`src/rtl/print_uart_tx.sv`:
```
// print_uart_tx: queues bytes strobed on the core's print bus and drains
// them as 8N1 UART frames on a registered TX line.
module print_uart_tx #(
    parameter int CLKS_PER_BIT = 868,
    parameter int FIFO_AW      = 4
) (
    input  logic               clk,
    input  logic               reset,
    input  logic [48:0]        print_in,
    output logic               tx,
    output logic               busy,
    output logic [FIFO_AW:0]   fifo_count,
    output logic               overflow
);

    localparam int DEPTH = 1 << FIFO_AW;
    localparam logic [FIFO_AW:0]   LP_FULL = (FIFO_AW + 1)'(DEPTH);
    localparam logic [FIFO_AW:0]   LP_CONE = (FIFO_AW + 1)'(1);
    localparam logic [FIFO_AW-1:0] LP_PONE = FIFO_AW'(1);
    localparam logic [15:0]        LP_LAST = 16'(CLKS_PER_BIT - 1);

    typedef enum logic [1:0] {
        S_IDLE,
        S_START,
        S_DATA,
        S_STOP
    } state_t;

    logic [7:0]         r_mem [DEPTH];
    logic [FIFO_AW-1:0] r_wptr;
    logic [FIFO_AW-1:0] r_rptr;
    logic [FIFO_AW:0]   r_count;
    logic               r_overflow;
    logic               r_busy;

    state_t             r_state;
    logic [15:0]        r_baud;
    logic [2:0]         r_bit;
    logic [7:0]         r_shift;
    logic               r_tx;

    logic               w_strobe;
    logic               w_full;
    logic               w_push;
    logic               w_pop;
    logic               w_tick;
    logic               w_next_idle;
    logic [FIFO_AW:0]   w_count_nxt;
    logic               w_unused;

    assign w_strobe = print_in[48];
    assign w_unused = ^print_in[47:8];

    // Full is judged on the registered count, so a same-cycle pop never
    // makes room for the push.
    assign w_full = (r_count == LP_FULL);
    assign w_push = w_strobe & ~w_full;
    assign w_pop  = (r_state == S_IDLE) & (r_count != '0);
    assign w_tick = (r_baud == LP_LAST);

    always_comb begin
        w_count_nxt = r_count;
        if (w_push & ~w_pop) begin
            w_count_nxt = r_count + LP_CONE;
        end else if (w_pop & ~w_push) begin
            w_count_nxt = r_count - LP_CONE;
        end
    end

    assign w_next_idle = ((r_state == S_IDLE) & ~w_pop) |
                         ((r_state == S_STOP) & w_tick);

    always_ff @(posedge clk) begin
        if (w_push) begin
            r_mem[r_wptr] <= print_in[7:0];
        end
    end

    always_ff @(posedge clk) begin
        if (reset) begin
            r_wptr     <= '0;
            r_rptr     <= '0;
            r_count    <= '0;
            r_overflow <= 1'b0;
            r_busy     <= 1'b0;
        end else begin
            if (w_push) begin
                r_wptr <= r_wptr + LP_PONE;
            end
            if (w_pop) begin
                r_rptr <= r_rptr + LP_PONE;
            end
            if (w_strobe & w_full) begin
                r_overflow <= 1'b1;
            end
            r_count <= w_count_nxt;
            // Built from next-state values so busy tracks the cycle it lands in.
            r_busy  <= ~w_next_idle | (w_count_nxt != '0);
        end
    end

    always_ff @(posedge clk) begin
        if (reset) begin
            r_state <= S_IDLE;
            r_baud  <= '0;
            r_bit   <= '0;
            r_shift <= '0;
            r_tx    <= 1'b1;
        end else begin
            unique case (r_state)
                S_IDLE: begin
                    if (w_pop) begin
                        r_shift <= r_mem[r_rptr];
                        r_baud  <= '0;
                        r_bit   <= '0;
                        r_state <= S_START;
                        r_tx    <= 1'b0;
                    end else begin
                        r_tx    <= 1'b1;
                    end
                end
                S_START: begin
                    if (w_tick) begin
                        r_baud  <= '0;
                        r_state <= S_DATA;
                        r_tx    <= r_shift[0];
                    end else begin
                        r_baud  <= r_baud + 16'd1;
                    end
                end
                S_DATA: begin
                    if (w_tick) begin
                        r_baud <= '0;
                        if (r_bit == 3'd7) begin
                            r_state <= S_STOP;
                            r_tx    <= 1'b1;
                        end else begin
                            r_shift <= r_shift >> 1;
                            r_bit   <= r_bit + 3'd1;
                            r_tx    <= r_shift[1];
                        end
                    end else begin
                        r_baud <= r_baud + 16'd1;
                    end
                end
                S_STOP: begin
                    if (w_tick) begin
                        r_baud  <= '0;
                        r_state <= S_IDLE;
                        r_tx    <= 1'b1;
                    end else begin
                        r_baud  <= r_baud + 16'd1;
                    end
                end
                default: begin
                    r_state <= S_IDLE;
                    r_tx    <= 1'b1;
                end
            endcase
        end
    end

    assign tx         = r_tx;
    assign busy       = r_busy;
    assign fifo_count = r_count;
    assign overflow   = r_overflow;

endmodule

```
`config.mk`:
```
export PLATFORM = sky130hd
export DESIGN_NAME = print_uart_tx
export DESIGN_NICKNAME = d
export VERILOG_FILES = /design/src/rtl/print_uart_tx.sv
export SDC_FILE = /design/constraint.sdc
export NUM_CORES = 1
export LEC_CHECK = 0
export BUFFER_PORTS_ARGS = -buffer_cell sky130_fd_sc_hd__buf_4
export CORE_ASPECT_RATIO = 0.6
export CORE_MARGIN = 4
export CORE_UTILIZATION = 35
export CTS_BUF_LIST = sky130_fd_sc_hd__clkbuf_16
export CTS_CLUSTER_DIAMETER = 150
export CTS_CLUSTER_SIZE = 28
export DETAILED_ROUTE_END_ITERATION = 8
export HOLD_SLACK_MARGIN = 0.03
export PLACE_DENSITY = 0.54
export SYNTH_ARGS = -nofsm -noshare
export SYNTH_HDL_FRONTEND = slang
export SYNTH_SLANG_ARGS = --single-unit
```
`constraint.sdc`:
```
create_clock -name clk -period 6.4 [get_ports clk]
set_input_delay 0.96 -clock clk [delete_from_list [all_inputs] [get_ports clk]]
set_output_delay 0.96 -clock clk [all_outputs]
set_load 0.02 [all_outputs]
```
==> metrics.md <==
| Metric | Value |
|---|---|
| Multiplexer area fraction after synthesis | 0.135 |
| Via Count | 3934 |
| FF-to-FF Start | fifo_count[0]$_SDFF_PP0_ |
| Synth Flop Type | edfxtp_1 |
| Simple-gate share of the synthesized area | 0.0917 |
| Overall routed net length | 14400 um |
| Tot Pwr | 0.00311 W |
| Die area | 0.0237 mm2 |
| Layout Area Growth over Synthesis | 12.8% |
| Crit path capture | r_mem[7][2]$_DFFE_PP_ |
| Post-Synth Adder-Cell Area | 0.0266 |
| Area of the core | 0.0204 mm2 |
| Crit-path max FO | 12 |
| Leak | 2.72 nW |
| Period minus WS final | 2950 ps |
| Yosys top cell area share | 0.518 |
| Synth area leaders | edfxtp_1 52%, dfxtp_1 13%, mux4_2 8.2% |
| Largest stage delay on the critical path | 850 ps |
| Post-synthesis xor/xnor area fraction | 0.0290 |
| Clk slew on worst S/H paths | 70 ps |
| First-iteration detailed-routing DRC count | 272 |
| Drt wl/cell | 18.3 um |
| FFs w/ async S/R, synth | 0 |
| Period utilization | 0.460 |
| Die Wd | 196 um |
| Flop-to-flop setup slack | 3450 ps |
| Worst EP arrival | 2980 ps |
| Clock Sinks | 177 |
| CTS Buffer Depth | 2 |
| Post-route ant nets | 0 |
| HP Class | flop to flop |
| First-pass GRT wire length | 22900 um |
| Max Cap Viol | 0 |
| # setup viols final | 0 |
| Synth Area in Compound Gates | 0.0433 |
| Status | complete, no violations |
| Max_slew headroom | 0.282 |
| Row cnt | 40 |
| IO Pins | 59 |
| CTS buffer count | 17 |
| Root Buffer | clkbuf_16 |
| GPL Wtd Cong | 0.772 |
| Max Fclk | 339 MHz |
| Net switching power | 0.000890 W |
| Fin. max-slew vios | 0 |
| CTS tree | built |
| Post-route DRC | 0 |
| Vias/cell | 5.01 |
| Critical Path RT | 6430 ps |
| H-Tree Depth | 4 |
| Yosys reg bits | 177 |
| Max Clock Skew | 10.6 ps |
| Vias in the first global route | 3982 |
| Logic pwr share | 0.243 |
| Post CTS Setup Buffer Count | 0 |
| Cell Chain, Critical Path | inv_1 > ha_1 > and4bb_1 > nor2b_2 > nand2_1 > nor2_1 |
| Register area share after synthesis | 0.650 |
| DR pass1 iterations | 4 |
| Post-cts gate resize count | 0 |
| Largest family of logic cells by synthesized area | multiplexers |
| Post-Syn Nets | 549 |
| Post-synth EDFFs | 128 |
| Initial antenna violation count | 0 |
| Fin nets | 565 |
| PortBufs | 18 |
| Cts hold-fix bufs | 0 |
| Gr ovfl total | 0 |
| Sw Share | 0.287 |
| Yosys warns | 0 |
| Internal | 0.00222 W |
| Die Y-Extent | 121 um |
| Share of cells above drive strength 1 | 0.158 |
| Largest net degree at the start of global routing | 36 |
| Skew-Pair Late Insertion Delay | 420 ps |
| Fin Setup TNS | 0 ps |
| R2r worst-path depth | 6 |
| Critical Path Sink Type | flop |
| Worst-margin pin slew | 1070 ps |
| Final Hold Viols | 0 |
| Mapped cell area | 0.00742 mm2 |
| Overall Global Routing Usage | 0.128 |
| Kind of critical path | flop to flop |
| Post-synth top area cell | edfxtp_1 |
| Setup crit start | fifo_count[0]$_SDFF_PP0_ |
| Initial Util | 0.364 |
| Mean Syn Cell Area | 15.4 um2 |
| Clk pwr share | 0.325 |
| RR Endpoint | r_mem[7][2]$_DFFE_PP_ |
| DP HPWL | 9730 um |
| CP max-delay cell | nor2_1 |
| Max IR drop VDD | 0.000189 V |
| RSZ-0062 raised after global routing | false |
| Final hold slack | 483 ps |
| Post-synthesis cell count | 483 |
| Post-synth cell types | 49 |
| Crit start category | flop |
| Inserted Diodes | 0 |
| Sequential share of power | 0.432 |
| Pwr dens | 371 mW/mm2 |
## placed cells by master (no fill, tap or decap), types with 2 or more instances in the layout
cell type	n
edfxtp_1	128
and2_1	2
nand4_1	9
nand4b_1	3
nand2_1	18
nor2b_1	9
and4_1	4
xnor2_1	10
nand3_1	4
a2111oi_1	7
a211oi_1	6
mux4_2	27
bufinv_16	3
nand2b_1	6
nor3_2	4
ha_1	15
o21ai_0	6
xor2_1	12
buf_4	21
clkinvlp_4	3
nor2_1	57
clkinv_1	5
clkbuf_16	17
dfxtp_1	48
o21bai_1	2
inv_1	11
nor4b_2	2
a21oi_1	18
a21o_1	2
mux2i_1	24
nor3_1	4
mux4_1	6
## sequential cells by signal, indices dropped and copies added, names as in the netlist, named ones only
register,flops
busy,1
r_shift,8
r_rptr,4
r_baud,16
r_wptr,4
r_mem,128
r_state,2
tx,1
overflow,1
r_bit,3
fifo_count,5
## final cells by class
cell class,count,area (um2)
clock inverters,15,151
inverters,8,30.0
flip-flops and latches,177,4830
multi-input cells,274,2440
well taps,273,342
repair buffers,21,158
clock buffers,17,425
fillers,1856,12000
## per-stage QoR
stage	setup slack, ps	area [um2]	instances	util
after global placement	3400	7800	753	0.382
after global routing	3260	8370	785	0.410
final	3450	8370	785	0.410
after floorplan	3890	7420	483	-
after detailed placement	3330	7800	753	0.382
after CTS	3450	8370	785	0.410
## critical path: cells and delay by family, from the launching register on
| kind | cells | cell delay [ps] |
|---|---|---|
| adder cells (fa/ha/maj) | 1 | 240 |
| AND/OR/NAND/NOR | 4 | 1840 |
| flip-flops | 1 | 410 |
| buffers and inverters | 1 | 70 |
## power by group through the flow
| stage | clock network (W) | registers (W) | logic, W |
|---|---|---|---|
| final | 0.00101 | 0.00134 | 0.000755 |
| after global routing | 0.00110 | 0.00135 | 0.000844 |
| after CTS | 0.00104 | 0.00134 | 0.000769 |
| after detailed placement | 0 | 0.00137 | 0.000764 |
| after global placement | 0 | 0.00136 | 0.000741 |
| after floorplan | 0 | 0.00137 | 0.000583 |
## per-layer routing
metal | routed length (um) | vias to the layer above | track usage
met4 | 31 | 0 | 0.0301
met2 | 6300 | 44 | 0.181
met3 | 513 | 2 | 0.0362
met1 | 7540 | 2006 | 0.195
met5 | 0 | - | 0
li1 | - | 1882 | -
## kinds of logic after synthesis
| kind of cell | after synthesis |
|---|---|
| fa+ha+maj | 16 |
| mux | 57 |
| flops | 177 |
| simple gates | 130 |
| xor+xnor | 23 |
| compound gates | 48 |
| buf+inv | 32 |
## cell usage after synthesis (2+ instances only)
master	number
edfxtp_1	128
nor2_1	57
dfxtp_1	49
mux4_2	27
mux2i_1	24
a21oi_1	18
nand2_1	18
ha_1	15
xor2_1	12
buf_2	10
xnor2_1	10
nand4_1	9
nor2b_1	9
inv_1	8
nor3_1	8
a2111oi_1	7
a211oi_1	6
clkbuf_1	6
mux4_1	6
nand2b_1	6
o21ai_0	6
and4_1	4
nand3_1	4
buf_6	3
nand4b_1	3
a21o_1	2
and2_1	2
buf_1	2
buf_4	2
nor4b_2	2
o21bai_1	2
## worst min path at each step
stage                     startpoint               endpoint  cells past startpoint
6_report       r_bit[2]$_SDFFE_PP0P_  r_bit[2]$_SDFFE_PP0P_                      2
5_1_grt        r_bit[2]$_SDFFE_PP0P_  r_bit[2]$_SDFFE_PP0P_                      2
4_1_cts        r_bit[2]$_SDFFE_PP0P_  r_bit[2]$_SDFFE_PP0P_                      2
3_5_place_dp   overflow$_SDFFE_PP0P_  overflow$_SDFFE_PP0P_                      2
3_3_place_gp   overflow$_SDFFE_PP0P_  overflow$_SDFFE_PP0P_                      2
2_1_floorplan  r_bit[1]$_SDFFE_PP0P_  r_bit[1]$_SDFFE_PP0P_                      2
No activity file was read; power rests on OpenSTA's default activity.
